[src/rtl/sm4_key_pkg.sv]
// rtl/sm4_key_pkg.sv - shared types for the SM4 round-key slot manager
package sm4_key_pkg;

    localparam int NUM_SLOTS = 4;

    typedef logic [1:0] slot_idx_t;

    typedef enum logic [2:0] {
        IDLE,
        LOOKUP,
        EXP_REQ,
        EXP_WAIT,
        GRANT
    } ksm_state_e;

endpackage

[src/rtl/key_tag_array.sv]
// rtl/key_tag_array.sv - per-slot key tags and valid bits with parallel tag compare
module key_tag_array
    import sm4_key_pkg::*;
#(
    parameter int TAG_W = 32
) (
    input  logic             clk_i,
    input  logic             reset_n_i,
    input  logic             flush_i,
    input  logic             fill_en_i,
    input  slot_idx_t        fill_slot_i,
    input  logic [TAG_W-1:0] fill_tag_i,
    input  logic             inv_en_i,
    input  slot_idx_t        inv_slot_i,
    input  logic [TAG_W-1:0] lookup_tag_i,
    output logic             hit_o,
    output slot_idx_t        hit_slot_o,
    output slot_idx_t        first_invalid_o,
    output logic             all_valid_o
);

    logic [TAG_W-1:0]     tag_q [NUM_SLOTS];
    logic [TAG_W-1:0]     tag_d [NUM_SLOTS];
    logic [NUM_SLOTS-1:0] valid_q;
    logic [NUM_SLOTS-1:0] valid_d;

    // Next slot contents; a fill is applied last so it survives a coincident flush
    always_comb begin
        valid_d = valid_q;
        tag_d   = tag_q;
        if (flush_i) begin
            valid_d = '0;
        end
        if (inv_en_i) begin
            valid_d[inv_slot_i] = 1'b0;
        end
        if (fill_en_i) begin
            valid_d[fill_slot_i] = 1'b1;
            tag_d[fill_slot_i]   = fill_tag_i;
        end
    end

    // Slot storage
    always_ff @(posedge clk_i) begin
        if (!reset_n_i) begin
            valid_q <= '0;
            for (int i = 0; i < NUM_SLOTS; i++) begin
                tag_q[i] <= '0;
            end
        end else begin
            valid_q <= valid_d;
            for (int i = 0; i < NUM_SLOTS; i++) begin
                tag_q[i] <= tag_d[i];
            end
        end
    end

    // Tag match and lowest-index free slot; scanning downward leaves the lowest index
    always_comb begin
        hit_o           = 1'b0;
        hit_slot_o      = '0;
        first_invalid_o = '0;
        for (int i = NUM_SLOTS - 1; i >= 0; i--) begin
            if (valid_q[i] && (tag_q[i] == lookup_tag_i)) begin
                hit_o      = 1'b1;
                hit_slot_o = slot_idx_t'(i);
            end
            if (!valid_q[i]) begin
                first_invalid_o = slot_idx_t'(i);
            end
        end
    end

    assign all_valid_o = &valid_q;

endmodule

[src/rtl/key_slot_manager.sv]
// rtl/key_slot_manager.sv - arbitrates key requests, looks up slots, sequences key expansion on miss
module key_slot_manager
    import sm4_key_pkg::*;
#(
    parameter int TAG_W = 32
) (
    input  logic             clk_i,
    input  logic             reset_n_i,
    input  logic [1:0]       req_v_i,
    input  logic [TAG_W-1:0] req_tag0_i,
    input  logic [TAG_W-1:0] req_tag1_i,
    output logic [1:0]       req_ready_o,
    input  logic             flush_i,
    output logic             grant_v_o,
    output logic             grant_id_o,
    output logic [1:0]       grant_slot_o,
    output logic             grant_hit_o,
    input  logic             grant_ready_i,
    output logic             exp_v_o,
    output logic [1:0]       exp_slot_o,
    output logic [TAG_W-1:0] exp_tag_o,
    input  logic             exp_ready_i,
    input  logic             exp_done_i,
    output logic             lru_v_o,
    output logic [1:0]       lru_access_o,
    input  logic [1:0]       lru_replace_i
);

    ksm_state_e       state_q, state_d;
    logic             rr_q, rr_d;
    logic             id_q, id_d;
    logic [TAG_W-1:0] tag_q, tag_d;
    slot_idx_t        slot_q, slot_d;
    logic             hit_q, hit_d;

    logic             win_id;
    logic             accept;
    logic             fill_en;
    logic             inv_en;
    logic             arr_hit;
    slot_idx_t        arr_hit_slot;
    slot_idx_t        arr_first_invalid;
    logic             arr_all_valid;

    key_tag_array #(.TAG_W(TAG_W)) u_tags (
        .clk_i           (clk_i),
        .reset_n_i       (reset_n_i),
        .flush_i         (flush_i),
        .fill_en_i       (fill_en),
        .fill_slot_i     (slot_q),
        .fill_tag_i      (tag_q),
        .inv_en_i        (inv_en),
        .inv_slot_i      (slot_d),
        .lookup_tag_i    (tag_q),
        .hit_o           (arr_hit),
        .hit_slot_o      (arr_hit_slot),
        .first_invalid_o (arr_first_invalid),
        .all_valid_o     (arr_all_valid)
    );

    // Round-robin winner and same-cycle accept pulse; the pointer only matters when both ask
    always_comb begin
        win_id      = (req_v_i == 2'b11) ? rr_q : req_v_i[1];
        accept      = reset_n_i && (state_q == IDLE) && (req_v_i != 2'b00);
        req_ready_o = 2'b00;
        if (accept) begin
            req_ready_o = win_id ? 2'b10 : 2'b01;
        end
    end

    // Transaction sequencing: accept, lookup, optional expansion, grant
    always_comb begin
        state_d = state_q;
        rr_d    = rr_q;
        id_d    = id_q;
        tag_d   = tag_q;
        slot_d  = slot_q;
        hit_d   = hit_q;
        fill_en = 1'b0;
        inv_en  = 1'b0;
        case (state_q)
            IDLE: begin
                if (accept) begin
                    id_d    = win_id;
                    tag_d   = win_id ? req_tag1_i : req_tag0_i;
                    state_d = LOOKUP;
                end
            end
            LOOKUP: begin
                if (arr_hit) begin
                    slot_d  = arr_hit_slot;
                    hit_d   = 1'b1;
                    state_d = GRANT;
                end else begin
                    slot_d  = arr_all_valid ? lru_replace_i : arr_first_invalid;
                    inv_en  = 1'b1;
                    hit_d   = 1'b0;
                    state_d = EXP_REQ;
                end
            end
            EXP_REQ: begin
                if (exp_ready_i) begin
                    state_d = EXP_WAIT;
                end
            end
            EXP_WAIT: begin
                if (exp_done_i) begin
                    fill_en = 1'b1;
                    state_d = GRANT;
                end
            end
            GRANT: begin
                if (grant_ready_i) begin
                    rr_d    = ~id_q;
                    state_d = IDLE;
                end
            end
            default: state_d = IDLE;
        endcase
    end

    // Control and transaction registers
    always_ff @(posedge clk_i) begin
        if (!reset_n_i) begin
            state_q <= IDLE;
            rr_q    <= 1'b0;
            id_q    <= 1'b0;
            tag_q   <= '0;
            slot_q  <= '0;
            hit_q   <= 1'b0;
        end else begin
            state_q <= state_d;
            rr_q    <= rr_d;
            id_q    <= id_d;
            tag_q   <= tag_d;
            slot_q  <= slot_d;
            hit_q   <= hit_d;
        end
    end

    // Outputs decoded from state registers; payloads are zero when their strobe is low
    always_comb begin
        exp_v_o      = (state_q == EXP_REQ);
        grant_v_o    = (state_q == GRANT);
        lru_v_o      = grant_v_o && grant_ready_i;
        exp_slot_o   = exp_v_o ? slot_q : 2'b00;
        exp_tag_o    = exp_v_o ? tag_q : '0;
        grant_id_o   = grant_v_o ? id_q : 1'b0;
        grant_slot_o = grant_v_o ? slot_q : 2'b00;
        grant_hit_o  = grant_v_o ? hit_q : 1'b0;
        lru_access_o = lru_v_o ? slot_q : 2'b00;
    end

endmodule
[config.mk]
export PLATFORM = sky130hd
export DESIGN_NAME = key_slot_manager
export DESIGN_NICKNAME = d
export VERILOG_FILES = /design/src/rtl/sm4_key_pkg.sv /design/src/rtl/key_tag_array.sv /design/src/rtl/key_slot_manager.sv
export SDC_FILE = /design/constraint.sdc
export NUM_CORES = 1
export LEC_CHECK = 0
export ABC_AREA = 1
export BUFFER_PORTS_ARGS = -buffer_cell sky130_fd_sc_hd__buf_2
export CAP_MARGIN = 0
export CELL_PAD_IN_SITES_DETAIL_PLACEMENT = 0
export CELL_PAD_IN_SITES_GLOBAL_PLACEMENT = 1
export CORE_MARGIN = 8
export CORE_UTILIZATION = 41
export CTS_BUF_LIST = sky130_fd_sc_hd__clkbuf_16
export CTS_CLUSTER_DIAMETER = 150
export CTS_CLUSTER_SIZE = 8
export DETAILED_ROUTE_END_ITERATION = 10
export PLACE_DENSITY = 0.78
export SLEW_MARGIN = 5
export SYNTH_ARGS = -nofsm -noshare
export SYNTH_HDL_FRONTEND = slang
export SYNTH_SLANG_ARGS = --single-unit
[constraint.sdc]
create_clock -name clk_i -period 2 [get_ports clk_i]
set_input_delay 0.2 -clock clk_i [delete_from_list [all_inputs] [get_ports clk_i]]
set_output_delay 0.2 -clock clk_i [all_outputs]
set_load 0.01 [all_outputs]
Word level (Yosys, flattened, before mapping)
Cells that the tools add are included.
{"block": "totals", "ff_bits": 172, "latchBits": 0, "mem_bits_rw": 0, "mem_bits_ro": 0, "in_bits": 74, "out_inout_bits": 45, "mem_count": 0}
{"block": "op_classes", "addsub": 0, "n_mul": 0, "div": 0, "n_lt_le_gt_ge": 6, "eq_ne": 13, "n_shift": 0, "mux": 46, "n_bitwise": 5, "n_reduce_logical": 16}
{"operator": "$bwmux W128", "n": 1}
{"operator": "$eq A32 B32 Y1", "n": 4}
{"operator": "$mux W32", "n": 3}
{"operator": "$demux W32 S2", "n": 1}
{"operator": "$mux W2", "n": 16}
{"operator": "$mux W3", "n": 5}
{"operator": "$pmux W3 S5", "n": 1}
{"operator": "$mux W1", "n": 14}
{"operator": "$mux W4", "n": 3}
{"operator": "$logic_and A1 B1 Y1", "n": 10}
{"operator": "$reduce_and A4 Y1", "n": 2}
{"operator": "$eq A3 B2 Y1 const B", "n": 2}
{"operator": "$lt A2 B3 Y1 const B", "n": 2}
{"operator": "$and A4 B4 Y4", "n": 1}
{"operator": "$demux W1 S2", "n": 2}
{"operator": "$ge A2 B1 Y1 const B", "n": 2}
{"operator": "$ne A2 B1 Y1 const B", "n": 2}
{"operator": "$ne A2 B2 Y1 const B", "n": 2}
{"operator": "$not A4 Y4", "n": 1}
{"operator": "$or A4 B4 Y4", "n": 1}
{"operator": "$reduce_and A2 Y1", "n": 2}
{"operator": "$eq A3 B1 Y1 const B", "n": 1}
{"operator": "$eq A3 B3 Y1 const B", "n": 1}
{"operator": "$ge A3 B3 Y1 const B", "n": 1}
{"operator": "other kinds (6)", "n": 6}

Longest topological paths before layout
Gate-level depths: netlist of run 1.
{"block": "depth", "depth_word": 17, "mapped_depth": 18, "depth_no_buf": 17}

Hierarchy
A second synthesis of run 1 with hierarchy kept.
{"block": "unflattened", "cells_unflattened": 1424, "area_unflattened_um2": 8917.3}
{"mod": "key_tag_array", "instances": 1, "cells_per_inst": 1016, "area_per_inst_um2": 6568.8, "seq_area_each_um2": 2642.5}
{"mod": "key_slot_manager", "instances": 1, "cells_per_inst": 408, "area_per_inst_um2": 2348.5, "seq_area_each_um2": 800.8}

Worst setup path after synthesis of run 1
No wires, ideal clock.
{"block": "synth_timing", "kind": "register to register", "from": "register tag_q[8]", "to": "register u_tags.valid_q[2]", "setup_time_ns": 0.133, "arrival_ns": 1.573, "required_ns": 1.867, "slack_ns": 0.294, "path_stages_with_launch": 17, "n_path_buf": 2, "synth_period_minus_slack_ns": 1.706, "cell_sequence": "dfxtp_1 -> buf_4 -> inv_2 -> buf_4 -> nand2_1 -> nand2_1 -> nor2_1 -> nand2_1 -> nor2_1 -> nand3_1 -> nor2_1 -> nor2_1 -> nand3_1 -> nor2_2 -> nand4_1 -> nand2_1 -> a21oi_2"}
{"block": "synth_via", "elab_chain_len": 17, "word_cells_on_any_way": 30, "cone_classes": "2 x order compare; 4 x eq/ne; 16 x mux; 3 x bitwise; 5 x reduce/logical"}
{"item": "start: declaration", "line_no": "key_slot_manager.sv:32", "text": "logic [TAG_W-1:0] tag_q, tag_d;"}
{"item": "start signal: assignment", "line_no": "key_slot_manager.sv:135", "text": "tag_q <= tag_d;"}
{"item": "$eq A32 B32 Y1", "line_no": "key_tag_array.sv:64", "text": "if (valid_q[i] && (tag_q[i] == lookup_tag_i)) begin"}
{"item": "$logic_and A1 B1 Y1", "line_no": "key_tag_array.sv:64"}
{"item": "$mux W2 or $mux W1 (tied branches) (4 in a row)", "line_no": "key_tag_array.sv:64"}
{"item": "$mux W2", "line_no": "key_slot_manager.sv:90", "text": "if (arr_hit) begin"}
{"item": "$mux W2", "line_no": "key_slot_manager.sv:81", "text": "case (state_q)"}
{"item": "$lt A2 B3 Y1 (implied by the code) or $ge A2 B1 Y1 (tied branches)", "line_no": "key_tag_array.sv:35", "text": "valid_d[inv_slot_i] = 1'b0;"}
{"item": "$logic_and A1 B1 Y1 (implied by the code)", "line_no": "key_tag_array.sv:35"}
{"item": "$mux W1 (implied by the code)", "line_no": "key_tag_array.sv:35"}
{"item": "$demux W1 S2"}
{"item": "$not A4 Y4 (no source line)"}
{"item": "$and A4 B4 Y4 (no source line)"}
{"item": "$mux W4 *", "line_no": "key_tag_array.sv:34", "text": "if (inv_en_i) begin"}
{"item": "$or A4 B4 Y4 (no source line)"}
{"item": "$mux W4 *", "line_no": "key_tag_array.sv:37", "text": "if (fill_en_i) begin"}
{"item": "end signal: assignment", "line_no": "key_tag_array.sv:51", "text": "valid_q <= valid_d;"}
{"item": "end: declaration", "line_no": "key_tag_array.sv:24", "text": "logic [NUM_SLOTS-1:0] valid_q;"}
Every way passes the cells marked *; elsewhere a longest branch is shown, timed or not.
A chain may end at the register's enable or synchronous reset.

Worst setup path after layout of run 1
{"block": "layout_timing", "from": "register tag_q[20]", "to": "register u_tags.valid_q[3]"}
Same word-level chain as after synthesis.

==> flow_summary.ini, run 1 <==
[cts]
path_clk_slew_ps = 80
clk_path_buf_depth = 2
clock_root_buffer = clkbuf_16
cts.sinks = 172
clock_latency_ps = 450
cts-buffers-inserted = 17
tritoncts = done
cts_htree_levels = 4

[cells_and_area]
insertedDiodeCount = 0
final_core_utilization_pct = 56.10
num-nets-final = 1812
areaGrowthSynthToFinish_pct = 34.31
layoutNonFillerInstCount = 2036
drive_gt1_share_pct = 27.87
final.fill_count = 2280

[global_routing]
maximum_number_of_pins_on_one_net_before_global_route_repair = 74
number_of_global_route_vias_before_repair = 10110
grt_overflow = 0
grt_usage_pct = 27.23
first_pass_grt_wire_length_um = 59190
grt_antenna_before_repair = 0

[sta]
rsz0062_at_grt = yes
timing_worst_slew_pin_value_ps = 494.9
maxSlewHeadroom_pct = 67.01
report.final.hold_viol_count = 2
report.final.setup_viol = 3
peak_freq_mhz = 492.5
fin_skew_ps = 13.00
slew_violations = 0
finalCriticalPeriod_ps = 2031
post-route-period-util_pct = 101.5
fin_hold_ws_ps = -6.381
worst_slack_ps = -30.55

[placement]
gp_routability_congestion = 0.9907
place_ws_ps = -244.4
place.detailed.hpwl_um = 29000
post-place-cells = 1963
buffer_ports.inserted = 118

[logic_synthesis]
synth_instances = 1510
mappedNetlistArea_mm2 = 0.009485
synthDistinctLibCells = 38
synth.most_common_cell = nand2_1
yosysWarningCount = 0
post_synth.cell_area_avg_um2 = 6.282
synth_commonest_cells = nand2_1, nor2_1, dfxtp_1
synth-async-reset-ratio_pct = 0
synth_area_leader_cell = dfxtp_1
ys_ff_latch = 172
synth-edff-count = 0
net_count_of_the_mapped_netlist = 1584
netlist_top_cells_area = dfxtp_1, nand2_1, a21oi_1, o21ai_0, nor2_1
postSynth.topFlopCell = dfxtp_1
synthDominantCellAreaShare_pct = 36.30
part_of_the_yosys_area_used_for_sequential_elements_pct = 36.30

[outcome]
violations = negative hold slack, negative setup slack
result_of_the_run = finished with violations

[floorplanning]
io_pins = 119
floorplan.core_area_mm2 = 0.02271
die-height_um = 168.1
rows = 55
start_util_pct = 41.77
die_w_um = 168.1
full_die_area_mm2 = 0.02826

[power_and_ir_drop]
power.leakage_nw = 5.869
ir_worst_vdd_mv = 0.5483
powerDensity_mw_per_mm2 = 982.7

[worst_setup_path]
path_max_fanout = 6
crit_chain = xnor2_2 -> nand2_2 -> nor2_4 -> nand2_4 -> nor2_4 -> nand2_1 -> nor2_1 -> nand2_1 -> a21boi_2 -> nand2_2 -> nand3_2 -> nand2_1 -> nand2_1 -> a21oi_2
cp.required_ps = 2310
crit_path_frequent_cell = nand2_1
crit_slowest_cell = dfxtp_4
critical_path_at_ps = 2340
critPathMaxStageDelay_ps = 400
buffer_and_inverter_count_on_the_worst_path = 0
critical_path.top_delay_family = simple AND/OR/NAND/NOR gates
timing_worst_setup_path_type = register to register
worstSetupEndpointType = register
crit_path_start_kind = register

[routing]
drc = 0
detailedRoute.firstPassIterationCount = 6
num_vias = 10820
detailedRoute.firstIterationViolations = 1007
drt-vias-per-instance = 5.315
post_drt_wl_per_cell_um = 20.08
ant_nets = 0
route.final.wire_length_um = 40880

[job]
drv.max_cap_violation_count = 0

[worst_hold_path]
hold_path_class = input pin to register
## where the power goes
part	switching (mW)	internal, mW	total [mW]
Clock	1.69	1.79	3.48
Combinational	3.08	1.95	5.03
Sequential	0.333	3.67	4.00
## cell type report
class / instances / area [um2] / area share, %
clock buffer: 17 / 425.4 / 3.339
clock inverter: 15 / 173.9 / 1.365
inverter: 171 / 664.4 / 5.215
multi-input combinational: 1091 / 5479 / 43.01
sequential: 172 / 3532 / 27.73
tap: 285 / 356.6 / 2.799
timing repair buffer: 285 / 2108 / 16.55
## metrics by stage
stage / power (mW) / hold slack [ps] / area [um2] / setup TNS, ps
finish: 12.52 / -6.381 / 12740 / -52.33
global route: 13.16 / 6.926 / 12740 / -382.9
CTS: 12.06 / 0.3862 / 12110 / 0
detailed placement: 8.351 / 459.1 / 11170 / -1271
global placement: 8.367 / 450.9 / 11170 / -1324
floorplan: 6.410 / 347.4 / 9485 / 0
## sequential cells by signal (all words and copies together) (netlist names)
name / count
slot_q: 2
u_tags.tag_q: 128
id_q: 1
state_q: 3
u_tags.valid_q: 4
tag_q: 32
rr_q: 1
hit_q: 1
## placed cells by master (no fill, tap or decap), types with 19 or more instances in the layout
cell type,instances
o21ai_0,146
inv_2,27
dfxtp_1,137
nand3_1,23
nand2_1,389
nand2_2,30
nor2_1,155
a21oi_1,154
inv_1,133
buf_4,127
buf_2,118
nand4_1,19
nor2_2,27
clkbuf_16,19
## kinds of logic (layout without fill, tap and decap cells)
logic type,count (synthesis),after routing,share of synthesized area (%)
flip-flops,172,172,36.30
AND/OR/NAND/NOR,702,702,30.13
buffers and inverters,247,488,10.58
AO/OA/AOI/OAI,353,353,19.67
XOR/XNOR,36,36,3.324
## worst paths after layout
path,cells after the start,endpoint,slack [ps],startpoint
worst min-delay path,3,tag_q[5],-6,req_tag0_i[5]
worst max-delay path,14,u_tags.valid_q[3],-30,tag_q[20]
worst max register to register,14,u_tags.valid_q[3],-30,tag_q[20]
worst min register to register,1,rr_q,480,id_q
## routing by layer
layer  global-route usage [%]  wire length (um)  part of all wire, %
met5                        0                 0                    0
met2                    42.23             18050                   44
met4                    9.433              1357                  3.3
met1                    37.43             18260                   45
met3                    4.747              3214                  7.9
## worst min-delay path, cell delays in order
cell and delay, ps:
buf_2 90, nand2_1 50, a21oi_1 50
## timing repair
item / CTS / global route
gates resized for setup: 43 / 145
pin swaps: 6 / 51
buffers inserted: 7 / 14
cloned: 1 / 4
endpoints found under the setup margin: 11 / 47
endpoints found under the hold margin: 13 / 2
hold buffers: 15 / 2
Note: power is estimated with default switching activity, not from simulation.
==> run 2: changes to the inputs <==
--- a/config.mk
+++ b/config.mk
@@ -11,12 +11,12 @@
 export CELL_PAD_IN_SITES_DETAIL_PLACEMENT = 0
 export CELL_PAD_IN_SITES_GLOBAL_PLACEMENT = 1
 export CORE_MARGIN = 8
-export CORE_UTILIZATION = 41
+export CORE_UTILIZATION = 35
 export CTS_BUF_LIST = sky130_fd_sc_hd__clkbuf_16
 export CTS_CLUSTER_DIAMETER = 150
 export CTS_CLUSTER_SIZE = 8
 export DETAILED_ROUTE_END_ITERATION = 10
-export PLACE_DENSITY = 0.78
+export PLACE_DENSITY = 0.68
 export SLEW_MARGIN = 5
 export SYNTH_ARGS = -nofsm -noshare
 export SYNTH_HDL_FRONTEND = slang
==> constraint.sdc (replaced) <==
create_clock -name clk_i -period 2.17 [get_ports clk_i]
set_input_delay 0.217 -clock clk_i [delete_from_list [all_inputs] [get_ports clk_i]]
set_output_delay 0.217 -clock clk_i [all_outputs]
set_load 0.01 [all_outputs]
==> flow_summary.ini, run 2 (synthesis results as in run 1) <==
[power_and_ir_drop]
netSwitchingPower_mw = 4.445
clkPwrFrac_pct = 29.4
share_seq_of_total_power_pct = 32.9
power.internal_mw = 6.590
power_frac_comb_pct = 37.7
powerDensity_mw_per_mm2 = 944.9
power.leakage_nw = 5.369
sw_frac_of_total_pct = 40.28
ir_worst_vdd_mv = 0.4916

[cells_and_area]
drive_gt1_share_pct = 20.89
num-nets-final = 1732
layoutNonFillerInstCount = 2012
max_ffs_per_register = 128
layout.cells.most_common = nand2_1
areaGrowthSynthToFinish_pct = 23.12
final_cell_mix = nand2_1, nor2_1, a21oi_1, dfxtp_1, o21ai_0
layout.cell_area.non_filler_mm2 = 0.01168
final.fill_count = 2924
top_registers = u_tags.tag_q (128), tag_q (32), u_tags.valid_q (4)
register_with_the_highest_flop_count = u_tags.tag_q
insertedDiodeCount = 0

[sta]
worst_slack_ps = 105.2
report.final.hold_viol_count = 0
peak_freq_mhz = 484.3
slew_violations = 0
maxSlewHeadroom_pct = 57.45
timing_worst_slew_pin_value_ps = 638.3
rsz0062_at_grt = yes
post-route-period-util_pct = 95.15
fin_hold_ws_ps = 7.976
fin_skew_ps = 14.06
report.final.setup_viol = 0
finalCriticalPeriod_ps = 2065

[worst_setup_path]
timing.reg2reg.worst_path_depth = 14
worstSetupEndpointType = register
reg2reg_setup_slack_ps = 110
critical_path_at_ps = 2380
timing_worst_setup_path_type = register to register
rr_startpoint = tag_q[14]
startpoint = tag_q[14]
cp.required_ps = 2490
path_max_fanout = 4
crit_path_start_kind = register

[floorplanning]
start_util_pct = 35.39
die_w_um = 180.6
io_pins = 119
full_die_area_mm2 = 0.03263
rows = 60
die-height_um = 180.6
floorplan.core_area_mm2 = 0.02680

[routing]
route.final.wire_length_um = 39480
drt-vias-per-instance = 5.020
detailedRoute.firstPassIterationCount = 5
num_vias = 10100
ant_nets = 0
detailedRoute.firstIterationViolations = 816
post_drt_wl_per_cell_um = 19.62
drc = 0

[cts]
cts.sinks = 172
path_clk_slew_ps = 80
tritoncts = done
cts-buffers-inserted = 17
clock_root_buffer = clkbuf_16
cts_hold_repair.buffers = 0
cts_htree_levels = 4
clock_latency_ps = 450
clk_path_buf_depth = 2
post-cts-setup-buffer-count = 0

[worst_hold_path]
hold_path_class = input pin to register
min-delay-start = req_tag0_i[31]
hold_path_depth = 3

[placement]
place_ws_ps = -20.29
gp_routability_congestion = 0.9546
buffer_ports.inserted = 118
place.detailed.hpwl_um = 30210
post-place-cells = 1980
placed_area_mm2 = 0.01092

[global_routing]
number_of_global_route_vias_before_repair = 9887
met1_usage_pct = 32.77
grt_overflow = 0
first_pass_grt_wire_length_um = 60200
grtUsageMet2_pct = 37.78
top_usage_layer = met2
met3_usage_in_global_routing_pct = 4.899
grt_antenna_before_repair = 2
grt_usage_pct = 24.01
maximum_number_of_pins_on_one_net_before_global_route_repair = 133

[job]
drv.max_cap_violation_count = 0

[outcome]
result_of_the_run = finished clean
run 2: worst max-delay path, cell delays in order, from the launching register on:
cell and delay [ps]:
dfxtp_2 350, buf_4 140, xnor2_1 250, nand3b_1 210
nor2_2 170, buf_4 130, inv_1 30, nor2_1 90
nand2_1 70, a21boi_2 160, nand2_2 90, nand3_2 80
nand2_1 60, nand2_1 70, a21oi_2 50
run 2: what timing repair did:
action                                  CTS  global route
endpoints found under the setup margin    5            11
pin swaps                                 0             6
gates resized for setup                   8            53
run 2: final timing paths:
path                                           to
worst max-delay path            u_tags.valid_q[3]
worst min-delay path                    tag_q[31]
worst max register to register  u_tags.valid_q[3]
worst min register to register               rr_q
run 2: power groups by stage:
stage / Sequential (mW) / Combinational [mW] / Clock [mW]
3_3_place_gp: 3.65 / 4.05 / 0
6_report: 3.63 / 4.16 / 3.24
3_5_place_dp: 3.66 / 4.03 / 0
2_1_floorplan: 3.55 / 2.36 / 0
5_1_grt: 3.66 / 4.58 / 3.41
4_1_cts: 3.60 / 4.07 / 3.29
run 2: metal layers:
layer  up-vias  share of wire (%)  routed length, um
met2       289                 44              17420
met3        45                5.6               2224
met1      4640                 48              19010
li1       5126                  -                  -
met4         0                2.1                828
met5         -                  0                  0
run 2: area by class of cell:
type / instances / area [um2] / area share (%)
multi-input cells: 1091 / 5174 / 44.30
clock inverters: 15 / 175.2 / 1.500
clock buffers: 17 / 425.4 / 3.643
repair buffers: 205 / 1348 / 11.54
flip-flops and latches: 172 / 3483 / 29.83
well taps: 341 / 426.7 / 3.653
inverters: 171 / 646.9 / 5.539
run 2: per-stage QoR:
step                total power [mW]  util (%)  setup TNS (ps)
floorplan                      5.908         -               0
global placement               7.706     40.74          -216.5
detailed placement             7.692     40.74          -38.04
CTS                            10.96     43.07               0
global route                   11.65     43.58          -28.75
finish                         11.04     43.58               0
==> run 3: changes to the inputs <==
--- a/config.mk
+++ b/config.mk
@@ -10,13 +10,13 @@
 export CAP_MARGIN = 0
 export CELL_PAD_IN_SITES_DETAIL_PLACEMENT = 0
 export CELL_PAD_IN_SITES_GLOBAL_PLACEMENT = 1
-export CORE_MARGIN = 8
 export CORE_UTILIZATION = 35
 export CTS_BUF_LIST = sky130_fd_sc_hd__clkbuf_16
 export CTS_CLUSTER_DIAMETER = 150
 export CTS_CLUSTER_SIZE = 8
 export DETAILED_ROUTE_END_ITERATION = 10
 export PLACE_DENSITY = 0.68
+export SETUP_SLACK_MARGIN = 0.2
 export SLEW_MARGIN = 5
 export SYNTH_ARGS = -nofsm -noshare
 export SYNTH_HDL_FRONTEND = slang
==> constraint.sdc (replaced) <==
create_clock -name clk_i -period 2.17 [get_ports clk_i]
set_input_delay 0.651 -clock clk_i [delete_from_list [all_inputs] [get_ports clk_i]]
set_output_delay 0.651 -clock clk_i [all_outputs]
set_load 0.01 [all_outputs]
==> flow_summary.ini, run 3 (synthesis results as in run 1) <==
[worst_setup_path]
critPathMaxStageDelay_ps = 350
critical_path.top_delay_family = simple AND/OR/NAND/NOR gates
cp.required_ps = 1520
crit_path_start_kind = register
reg2reg_setup_slack_ps = 140
crit_chain = nor2_4 -> nand2_4 -> buf_12 -> nor2_1 -> buf_2
timing_worst_setup_path_type = register to primary output
buffer_and_inverter_count_on_the_worst_path = 2
critical_path_at_ps = 1510
worstSetupEndpointType = primary output
path_max_fanout = 19
crit_slowest_cell = dfxtp_2

[floorplanning]
floorplan.core_area_mm2 = 0.02635
start_util_pct = 35.99
die-height_um = 166.6
full_die_area_mm2 = 0.02776
io_pins = 119
die_w_um = 166.6
rows = 59

[global_routing]
maximum_number_of_pins_on_one_net_before_global_route_repair = 133
grt_overflow = 0
grt_antenna_before_repair = 0
grt_usage_pct = 27.42
number_of_global_route_vias_before_repair = 9757
first_pass_grt_wire_length_um = 57480

[placement]
gp_routability_congestion = 0.9706
placed_area_mm2 = 0.01100
place_ws_ps = -38.77
post-place-cells = 1979
place.detailed.hpwl_um = 27990
buffer_ports.inserted = 118

[outcome]
violations = design-rule violations
result_of_the_run = finished with violations

[routing]
drt-vias-per-instance = 5.249
ant_nets = 0
met1Wirelength_um = 18770
num_vias = 10710
top_signal_layer_used = met4
route.final.wire_length_um = 40980
detailedRoute.firstIterationViolations = 1080
routed_wire_length_on_met3_um = 2693
met2_wirelength_um = 18460
detailedRoute.firstPassIterationCount = 9
post_drt_wl_per_cell_um = 20.09
drc = 7

[cells_and_area]
final_core_utilization_pct = 48.13
num-nets-final = 1766
register_with_the_highest_flop_count = u_tags.tag_q
layout.cells.most_common = nand2_1
insertedDiodeCount = 0
max_ffs_per_register = 128
top_registers = u_tags.tag_q (128), tag_q (32), u_tags.valid_q (4)
areaGrowthSynthToFinish_pct = 33.73
layoutNonFillerInstCount = 2040
final_cell_mix = nand2_1, a21oi_1, o21ai_0, nor2_1, dfxtp_1
layout.cell_area.non_filler_mm2 = 0.01268
final.fill_count = 2742
drive_gt1_share_pct = 29.74

[power_and_ir_drop]
power.internal_mw = 6.804
netSwitchingPower_mw = 4.745
share_seq_of_total_power_pct = 31.8
clkPwrFrac_pct = 27.2
powerDensity_mw_per_mm2 = 910.4
power_frac_comb_pct = 41.0
sw_frac_of_total_pct = 41.08
power.leakage_nw = 5.701
ir_worst_vdd_mv = 0.5679
fin_total_pwr_mw = 11.55

[sta]
worst_slack_ps = 10.40
rsz0062_at_grt = yes
finalCriticalPeriod_ps = 2160
slew_violations = 0
post-route-period-util_pct = 99.52
timing_worst_slew_pin_value_ps = 581.7
report.final.setup_viol = 0
peak_freq_mhz = 463.0
fin_skew_ps = 12.58
fin_hold_ws_ps = 440.0
maxSlewHeadroom_pct = 61.22
fin_setup_tns_ps = 0
report.final.hold_viol_count = 0

[cts]
path_clk_slew_ps = 80
tritoncts = done
clock_root_buffer = clkbuf_16
cts-buffers-inserted = 17
cts_hold_repair.buffers = 0
clock_latency_ps = 450
cts_htree_levels = 4
clk_path_buf_depth = 2
cts.sinks = 172

[worst_hold_path]
hold_path_class = input pin to register

[job]
drv.max_cap_violation_count = 0
run 3: changes by cell type in the layout (fill, tap and decap cells not counted), sizes merged:
| cell | delta |
|---|---|
| inv | -3 |
| clkinv | +3 |
| bufinv | -1 |
| clkbuf | +4 |
| buf | +30 |
| clkinvlp | +1 |
run 3: worst paths after layout:
path                                startpoint                 to  depth (start not counted)
worst max-delay path                state_q[0]      exp_tag_o[29]                          5
worst min-delay path            req_tag0_i[26]          tag_q[26]                          3
worst max register to register        tag_q[3]  u_tags.valid_q[3]                         15
worst min register to register            id_q               rr_q                          1
run 3: layer usage:
layer	global-route usage [%]	up-vias
met3	5.157	49
met1	37.58	5067
li1	-	5201
met2	43.61	390
met5	0	-
met4	8.052	0
run 3: what timing repair did:
| action | CTS | global route |
|---|---|---|
| setup endpoints to repair | 56 | 91 |
| pin swaps | 28 | 58 |
| cloned | 0 | 5 |
| setup buffers | 13 | 11 |
| resized for setup | 110 | 159 |
run 3: power groups by stage:
stage / logic [mW] / clock network [mW] / registers [mW]
4_1_cts: 4.32 / 3.17 / 3.64
5_1_grt: 5.10 / 3.32 / 3.70
6_report: 4.73 / 3.14 / 3.67
3_3_place_gp: 4.02 / 0 / 3.65
3_5_place_dp: 4.00 / 0 / 3.66
2_1_floorplan: 2.36 / 0 / 3.55
run 3: area by class of cell:
class / count / area, um2 / share of cell area (%)
multi-input combinational: 1091 / 5700 / 44.94
sequential: 172 / 3542 / 27.92
timing repair buffer: 239 / 1758 / 13.86
inverter: 171 / 684.4 / 5.396
clock buffer: 17 / 425.4 / 3.354
tap: 335 / 419.2 / 3.304
clock inverter: 15 / 155.1 / 1.223
run 3: worst reg2reg max path, delay by kind of cell, from the launching register on:
family                 cells  cell delay [ps]
AO/OA/AOI/OAI              2              230
buffers and inverters      1              150
AND/OR/NAND/NOR           12             1210
flip-flops                 1              330
